**src/rtl/hex_ascii_pkg.sv**
```systemverilog
// Shared FSM encoding and ASCII constants for the hex-to-ASCII streamer.
package hex_ascii_pkg;

  typedef enum logic [1:0] {
    IDLE  = 2'd0,
    DIGIT = 2'd1,
    CR    = 2'd2,
    LF    = 2'd3
  } state_t;

  localparam logic [7:0] ASCII_0  = 8'h30;
  localparam logic [7:0] ASCII_UA = 8'h41;
  localparam logic [7:0] ASCII_LA = 8'h61;
  localparam logic [7:0] ASCII_CR = 8'h0D;
  localparam logic [7:0] ASCII_LF = 8'h0A;

endpackage

```
**src/rtl/hex_nibble_to_ascii.sv**
```systemverilog
// Combinational converter from one hex nibble to its ASCII digit.
module hex_nibble_to_ascii
  import hex_ascii_pkg::*;
(
  input  logic [3:0] nibble,
  input  logic       lower_case,
  output logic [7:0] ascii
);

  always_comb begin
    if (nibble < 4'd10) begin
      ascii = ASCII_0 + {4'h0, nibble};
    end else begin
      ascii = (lower_case ? ASCII_LA : ASCII_UA) + {4'h0, nibble} - 8'd10;
    end
  end

endmodule

```
**src/rtl/hex_ascii_streamer.sv**
```systemverilog
// Streams a captured hex value as ASCII characters, MSB nibble first,
// optionally suppressing leading zeros and appending CR/LF.
module hex_ascii_streamer
  import hex_ascii_pkg::*;
#(
  parameter int DATA_W      = 16,
  parameter int APPEND_CRLF = 1
) (
  input  logic              clk,
  input  logic              rst_n,
  input  logic              in_valid,
  output logic              in_ready,
  input  logic [DATA_W-1:0] hex_in,
  input  logic              lower_case,
  input  logic              zero_suppress,
  output logic              out_valid,
  input  logic              out_ready,
  output logic [7:0]        out_data,
  output logic              out_last,
  output logic              busy
);

  localparam int NIB   = DATA_W / 4;
  localparam int IDX_W = (NIB > 1) ? $clog2(NIB) : 1;

  state_t            state, state_nx;
  logic [DATA_W-1:0] value;
  logic              lc;
  logic [IDX_W-1:0]  idx;
  logic [IDX_W-1:0]  msnz;
  logic [IDX_W-1:0]  start_idx;
  logic              accept;
  logic              out_fire;
  logic              last_nib;
  logic [DATA_W-1:0] shifted;
  logic [3:0]        nibble;
  logic [7:0]        digit;

  assign in_ready  = (state == IDLE);
  assign busy      = !in_ready;
  assign out_valid = (state != IDLE);
  assign accept    = in_valid && in_ready;
  assign out_fire  = out_valid && out_ready;
  assign last_nib  = (idx == '0);

  // Ascending scan: the highest non-zero nibble is the last one written.
  // An all-zero value leaves index 0, which emits a single '0'.
  always_comb begin
    msnz = '0;
    for (int unsigned i = 0; i < NIB; i++) begin
      if (hex_in[4*i +: 4] != 4'h0) msnz = IDX_W'(i);
    end
  end

  assign start_idx = zero_suppress ? msnz : IDX_W'(NIB - 1);

  assign shifted = value >> {idx, 2'b00};
  assign nibble  = shifted[3:0];

  hex_nibble_to_ascii u_conv (
    .nibble     (nibble),
    .lower_case (lc),
    .ascii      (digit)
  );

  always_comb begin
    state_nx = state;
    out_data = '0;
    out_last = 1'b0;
    case (state)
      IDLE: begin
        if (accept) state_nx = DIGIT;
      end
      DIGIT: begin
        out_data = digit;
        out_last = (APPEND_CRLF == 0) && last_nib;
        if (out_fire && last_nib) state_nx = (APPEND_CRLF != 0) ? CR : IDLE;
      end
      CR: begin
        out_data = ASCII_CR;
        if (out_fire) state_nx = LF;
      end
      LF: begin
        out_data = ASCII_LF;
        out_last = 1'b1;
        if (out_fire) state_nx = IDLE;
      end
      default: state_nx = IDLE;
    endcase
  end

  always_ff @(posedge clk or negedge rst_n) begin
    if (!rst_n) begin
      state <= IDLE;
      value <= '0;
      lc    <= 1'b0;
      idx   <= '0;
    end else begin
      state <= state_nx;
      if (accept) begin
        value <= hex_in;
        lc    <= lower_case;
        idx   <= start_idx;
      end else if (state == DIGIT && out_fire && !last_nib) begin
        idx <= idx - 1'b1;
      end
    end
  end

endmodule

```
**config.mk**
```make
export PLATFORM = sky130hd
export DESIGN_NAME = hex_ascii_streamer
export DESIGN_NICKNAME = d
export VERILOG_FILES = /design/src/rtl/hex_ascii_pkg.sv /design/src/rtl/hex_nibble_to_ascii.sv /design/src/rtl/hex_ascii_streamer.sv
export SDC_FILE = /design/constraint.sdc
export NUM_CORES = 1
export LEC_CHECK = 0
export CORE_MARGIN = 2
export CORE_UTILIZATION = 53
export CTS_BUF_LIST = sky130_fd_sc_hd__clkbuf_4 sky130_fd_sc_hd__clkbuf_8
export DETAILED_ROUTE_END_ITERATION = 6
export PLACE_DENSITY_LB_ADDON = 0.12
export SYNTH_ARGS = -nofsm -noshare
export SYNTH_HDL_FRONTEND = slang
export SYNTH_SLANG_ARGS = --single-unit
```
**constraint.sdc**
```tcl
create_clock -name clk -period 2.85 [get_ports clk]
set_input_delay 0.4275 -clock clk [delete_from_list [all_inputs] [get_ports clk]]
set_output_delay 0.4275 -clock clk [all_outputs]
set_load 0.1 [all_outputs]
```
==> results of run 1 <==
[Yosys cell counts (all sizes together)]
master | n | area, sq um
a31oi | 1 | 6.260
buf | 3 | 26.27
o21ba | 1 | 10.01
a211oi | 1 | 7.510
clkbuf | 3 | 11.26
dfrtp | 21 | 525.5
mux2i | 1 | 10.01
nand2 | 10 | 37.54
nor4b | 1 | 8.760
mux2 | 18 | 202.7
a21o | 1 | 8.760
ha | 7 | 87.58
o31a | 1 | 8.760
nor2b | 1 | 6.260
o21ai | 7 | 38.79
nor4 | 2 | 12.51
nand3 | 1 | 5.000
xnor2 | 2 | 17.52
nor4bb | 1 | 10.01
inv | 7 | 26.28
and3b | 1 | 8.760
and4b | 1 | 10.01
a311oi | 1 | 8.760
mux4 | 4 | 93.84
a21oi | 4 | 20.02
conb | 1 | 3.750
nand2b | 1 | 6.260
or4 | 1 | 7.510
nor2 | 4 | 15.01
o21a | 1 | 7.510
[per-stage QoR]
stage / area, sq um / utilization, % / setup slack (ps) / std cells
final: 1710 / 77.32 / 149.3 / 170
after global routing: 1710 / 77.32 / -0.8569 / 170
after CTS: 1694 / 76.58 / 79.95 / 168
after detailed placement: 1664 / 75.23 / 436.5 / 164
after global placement: 1664 / 75.23 / 495.2 / 164
after floorplan: 1279 / - / 9.406 / 109
[final cells by class]
type | instances | area [sq um]
Multi-Input combinational cell | 75 | 689.4
Sequential cell | 21 | 526.8
Fill cell | 151 | 501.7
Timing Repair Buffer | 35 | 402.9
Tap cell | 28 | 35.03
Clock buffer | 4 | 30.03
Inverter | 7 | 26.28
[worst max-delay path, stage by stage (launching register included)]
cell	delay [ps]
dfrtp_2	450
mux4_2	590
inv_1	90
ha_1	210
nor2b_1	60
o21ai_0	150
and3b_1	230
buf_12	190
[layer usage]
metal	wire, um	vias up	global-route usage (%)
li1	-	452	-
met1	1045	486	24.58
met2	1454	26	39.79
met3	91	6	2.286
met4	42	0	11.97
met5	0	-	0
[registers in the layout, indices dropped and copies added, names as in the netlist]
| signal | count |
|---|---|
| lc | 1 |
| idx | 2 |
| state | 2 |
| value | 16 |
[cell families after synthesis]
| group | Yosys count | share of synthesized area [%] |
|---|---|---|
| simple gates | 24 | 10.22 |
| mux | 23 | 24.55 |
| flops | 21 | 42.08 |
| compound gates | 18 | 9.320 |
| buf+inv | 13 | 5.110 |
| fa+ha+maj | 7 | 7.014 |
| xor+xnor | 2 | 1.403 |
| other cells | 1 | 0.3003 |
[layout by cell type (no fill, tap or decap), drive strengths merged, types with 2 or more instances in the layout]
cell type and count:
mux4 4, nor2 4, ha 7, buf 14, nor4 2, dfrtp 21, nand2 10, a21oi 4
clkbuf 4, o21ai 7, xnor2 2, mux2 18, clkdlybuf4s50 21, inv 7
[what timing repair did]
item / CTS / global route
setup endpoints to repair: 0 / 3
buffers inserted: 0 / 2
resized for setup: 0 / 1
[final timing paths]
path,from,cells past startpoint,endpoint
worst max-delay path,idx[0],7,out_data[4]
worst min-delay path,value[13],1,value[13]
worst max register to register,state[0],6,state[1]
worst min register to register,value[13],1,value[13]
max in group asynchronous,rst_n,1,idx[0]
min in group asynchronous,rst_n,1,value[6]
==> reports/metrics.csv, run 1 <==
metric,value,unit
clk_skew,2.084,ps
total iterations of the first detailed-routing run,5,
Slew Limit Fails,0,
first-pass GRT wire length,4333,um
post-synthesis sequential area ratio,42.08,%
row cnt,17,
P&R area growth vs syn,36.97,%
Post-Synthesis Cells,109,
detailed-route via count,970,
clk buf depth,2,
Least-Margin Pin Slew,962.8,ps
clk_lat worst skew,310,ps
CTS tree,done,
hold_buf cts,0,
Peak Freq,0.3703,GHz
DP HPWL,2075,um
Global Route Usage Sum,21.85,%
total CTS buffers,3,
Setup TNS,0,ps
core area,2212,sq um
chip height,52.54,um
critical path class,flip-flop to primary output,
Critical Path Source Type,flip-flop,
CP Data Required Time,2420,ps
#FFs+latches synth,21,
Root Buffer,clkbuf_4,
gr ovfl total,0,
H-tree depth,1,
Syn. warnings,0,
Setup Viol. Count Final,0,
"CTS clk-pin slew, worst paths",110,ps
Mapped Area,1249,sq um
syn nets,138,
Inserted Diodes,0,
final period utilization,94.76,%
# DRC,0,
syn avg cell area,11.46,sq um
Final Hold Slack,518.2,ps
CP arrival,2270,ps
CP Capture Type,primary output,
initial DRC count,21,
fin crit period,2701,ps
Starting Density,56.45,%
maxcap violations,0,
final WL,2633,um
PortBufs,32,
"Distinct cells, synth",34,
WL per Instance,15.49,um
DIE WIDTH,52.54,um
share of cells above drive strength 1,34.51,%
hold crit path type,flip-flop to flip-flop,
vias in the first global route,1018,
IO Pins,34,
final count of hold timing violations,0,
antenna-violating nets left,0,
Vias/cell,5.706,
total die area,2760,sq um
Nets,172,
largest net degree at the start of global routing,22,
crit-path max FO,6,
gpl congestion,0.7632,
reg2reg setup slack,1050,ps
CTS sink count,21,
Slew headroom,35.61,%
status,"complete, no violations",
initial antenna violation count,0,
Power of run 1 is not shown: default switching activity piles up to over one toggle a cycle in this logic, so the estimate is an artifact.
==> run 2, diff against run 1 <==
--- a/config.mk
+++ b/config.mk
@@ -5,6 +5,7 @@
 export SDC_FILE = /design/constraint.sdc
 export NUM_CORES = 1
 export LEC_CHECK = 0
+export CAP_MARGIN = 20
 export CORE_MARGIN = 2
 export CORE_UTILIZATION = 53
 export CTS_BUF_LIST = sky130_fd_sc_hd__clkbuf_4 sky130_fd_sc_hd__clkbuf_8
==> results of run 2 <==
The final DEF is identical to that of run 1; final timing and power are the same.
Power of run 2 is left out for the same reason.
==> run 3, diff against run 2 <==
--- a/config.mk
+++ b/config.mk
@@ -6,11 +6,16 @@
 export NUM_CORES = 1
 export LEC_CHECK = 0
 export CAP_MARGIN = 20
+export CELL_PAD_IN_SITES_DETAIL_PLACEMENT = 1
+export CELL_PAD_IN_SITES_GLOBAL_PLACEMENT = 1
+export CORE_ASPECT_RATIO = 2
 export CORE_MARGIN = 2
-export CORE_UTILIZATION = 53
+export CORE_UTILIZATION = 41
 export CTS_BUF_LIST = sky130_fd_sc_hd__clkbuf_4 sky130_fd_sc_hd__clkbuf_8
+export CTS_CLUSTER_SIZE = 10
 export DETAILED_ROUTE_END_ITERATION = 6
 export PLACE_DENSITY_LB_ADDON = 0.12
+export REMOVE_ABC_BUFFERS = 1
 export SYNTH_ARGS = -nofsm -noshare
 export SYNTH_HDL_FRONTEND = slang
 export SYNTH_SLANG_ARGS = --single-unit
==> run 3 against run 2 <==
Wire length rose by 12%; sequential share of layout area rose by 0.32 points; via count rose by 1.3%; largest cell class unchanged.
==> reports/metrics.csv, run 3 (synthesized netlist as in run 1, its figures left out) <==
metric,value,unit
status,"complete, no violations",
row cnt,28,
P&R area growth vs syn,35.57,%
instance count on the critical path,7,
share of cells above drive strength 1,30.00,%
"CTS clk-pin slew, worst paths",70,ps
total die area,3530,sq um
Biggest register,value,
Worst Hold Launch,value[12],
clk buf depth,2,
Setup Viol. Count Final,0,
Setup TNS,0,ps
total iterations of the first detailed-routing run,4,
final period utilization,94.37,%
hold crit path type,flip-flop to flip-flop,
worst-path cell chain,mux4_2 -> inv_1 -> ha_1 -> and4b_1 -> a21oi_1 -> o21ai_1 -> buf_12,
detailed-route via count,983,
worst r2r src,state[0],
CP Data Required Time,2420,ps
DIE WIDTH,43.03,um
Global Route Usage Sum,18.83,%
"most common cell after layout, fill and taps aside",clkdlybuf4s50_1,
DP HPWL,2490,um
crit-path max FO,7,
FILL cells,320,
CP Capture Type,primary output,
PortBufs,32,
Peak Freq,0.3718,GHz
critical path startpoint,idx[0],
Nets,170,
final WL,2952,um
chip height,82.05,um
fin crit period,2690,ps
Post-Layout Cell Count,170,
final count of hold timing violations,0,
cell depth of the worst hold path,1,
largest net degree at the start of global routing,22,
CTS sink count,21,
"commonest cells after routing, fill and taps aside","clkdlybuf4s50_1 (21), dfrtp_1 (20), mux2_2 (18), nand2_1 (10)",
Slew Limit Fails,0,
RSZ-0062 raised after global routing,false,
first-pass GRT wire length,4836,um
gr ovfl total,0,
Vias/cell,5.782,
Starting Density,42.43,%
critical path class,flip-flop to primary output,
Final Hold Slack,508.4,ps
initial DRC count,3,
Root Buffer,clkbuf_8,
Largest register FFs,16,
clk_skew,1.818,ps
Worst Reg-to-Reg Cells,6,
Regs by FF count,"value x16, idx x2, state x2",
"delay-heaviest family, CP",multiplexers,
vias in the first global route,1039,
initial antenna violation count,0,
CP max stage cell,mux4_2,
Worst path max stage delay,600,ps
Least-Margin Pin Slew,924.6,ps
Slew headroom,38.17,%
Critical Path Source Type,flip-flop,
CP Buf/Inv Count,2,
clk_lat worst skew,260,ps
IO Pins,34,
Inserted Diodes,0,
core area,2943,sq um
Post-CTS Setup Inserts,0,
total CTS buffers,3,
# DRC,0,
WL per Instance,17.36,um
placed insts,166,
gpl congestion,0.8264,
antenna-violating nets left,0,
H-tree depth,1,
CTS tree,done,
CP arrival,2260,ps
maxcap violations,0,
-- run 3: area by class of cell --
type | count | area, sq um | area share, %
clock buffer | 4 | 48.80 | 2.882
inverter | 7 | 26.28 | 1.552
multi-input combinational | 75 | 665.6 | 39.32
sequential | 21 | 526.8 | 31.12
tap | 30 | 37.54 | 2.217
timing repair buffer | 33 | 387.9 | 22.91
-- run 3: layer usage --
layer | GRT usage (%) | vias to the layer above | routed length [um]
met5 | 0 | - | 0
met4 | 10.91 | 0 | 114
met3 | 1.538 | 10 | 114
met2 | 38.33 | 37 | 1749
met1 | 17.07 | 478 | 974
li1 | - | 458 | -
-- run 3: worst paths after layout --
check | endpoint | slack [ps]
max | out_data[2] | 160
min | value[12] | 510
max reg2reg | state[1] | 1030
min reg2reg | value[12] | 510
max in group asynchronous | idx[0] | 1540
min in group asynchronous | value[15] | 680
-- run 3: per-stage QoR --
step	worst slack (ps)	area [sq um]	util (%)
after detailed placement	370.9	1637	55.61
after global placement	431.9	1637	55.61
after global routing	51.80	1693	57.53
final	160.4	1693	57.53
after CTS	70.25	1685	57.27
after floorplan	-1741	1211	-
-- run 3: repair_timing --
| action | CTS | global route |
|---|---|---|
| hold buffers | 0 | 0 |
| setup endpoints to repair | 0 | 3 |
| gates resized for setup | 0 | 2 |
Power of run 3 is left out for the same reason.
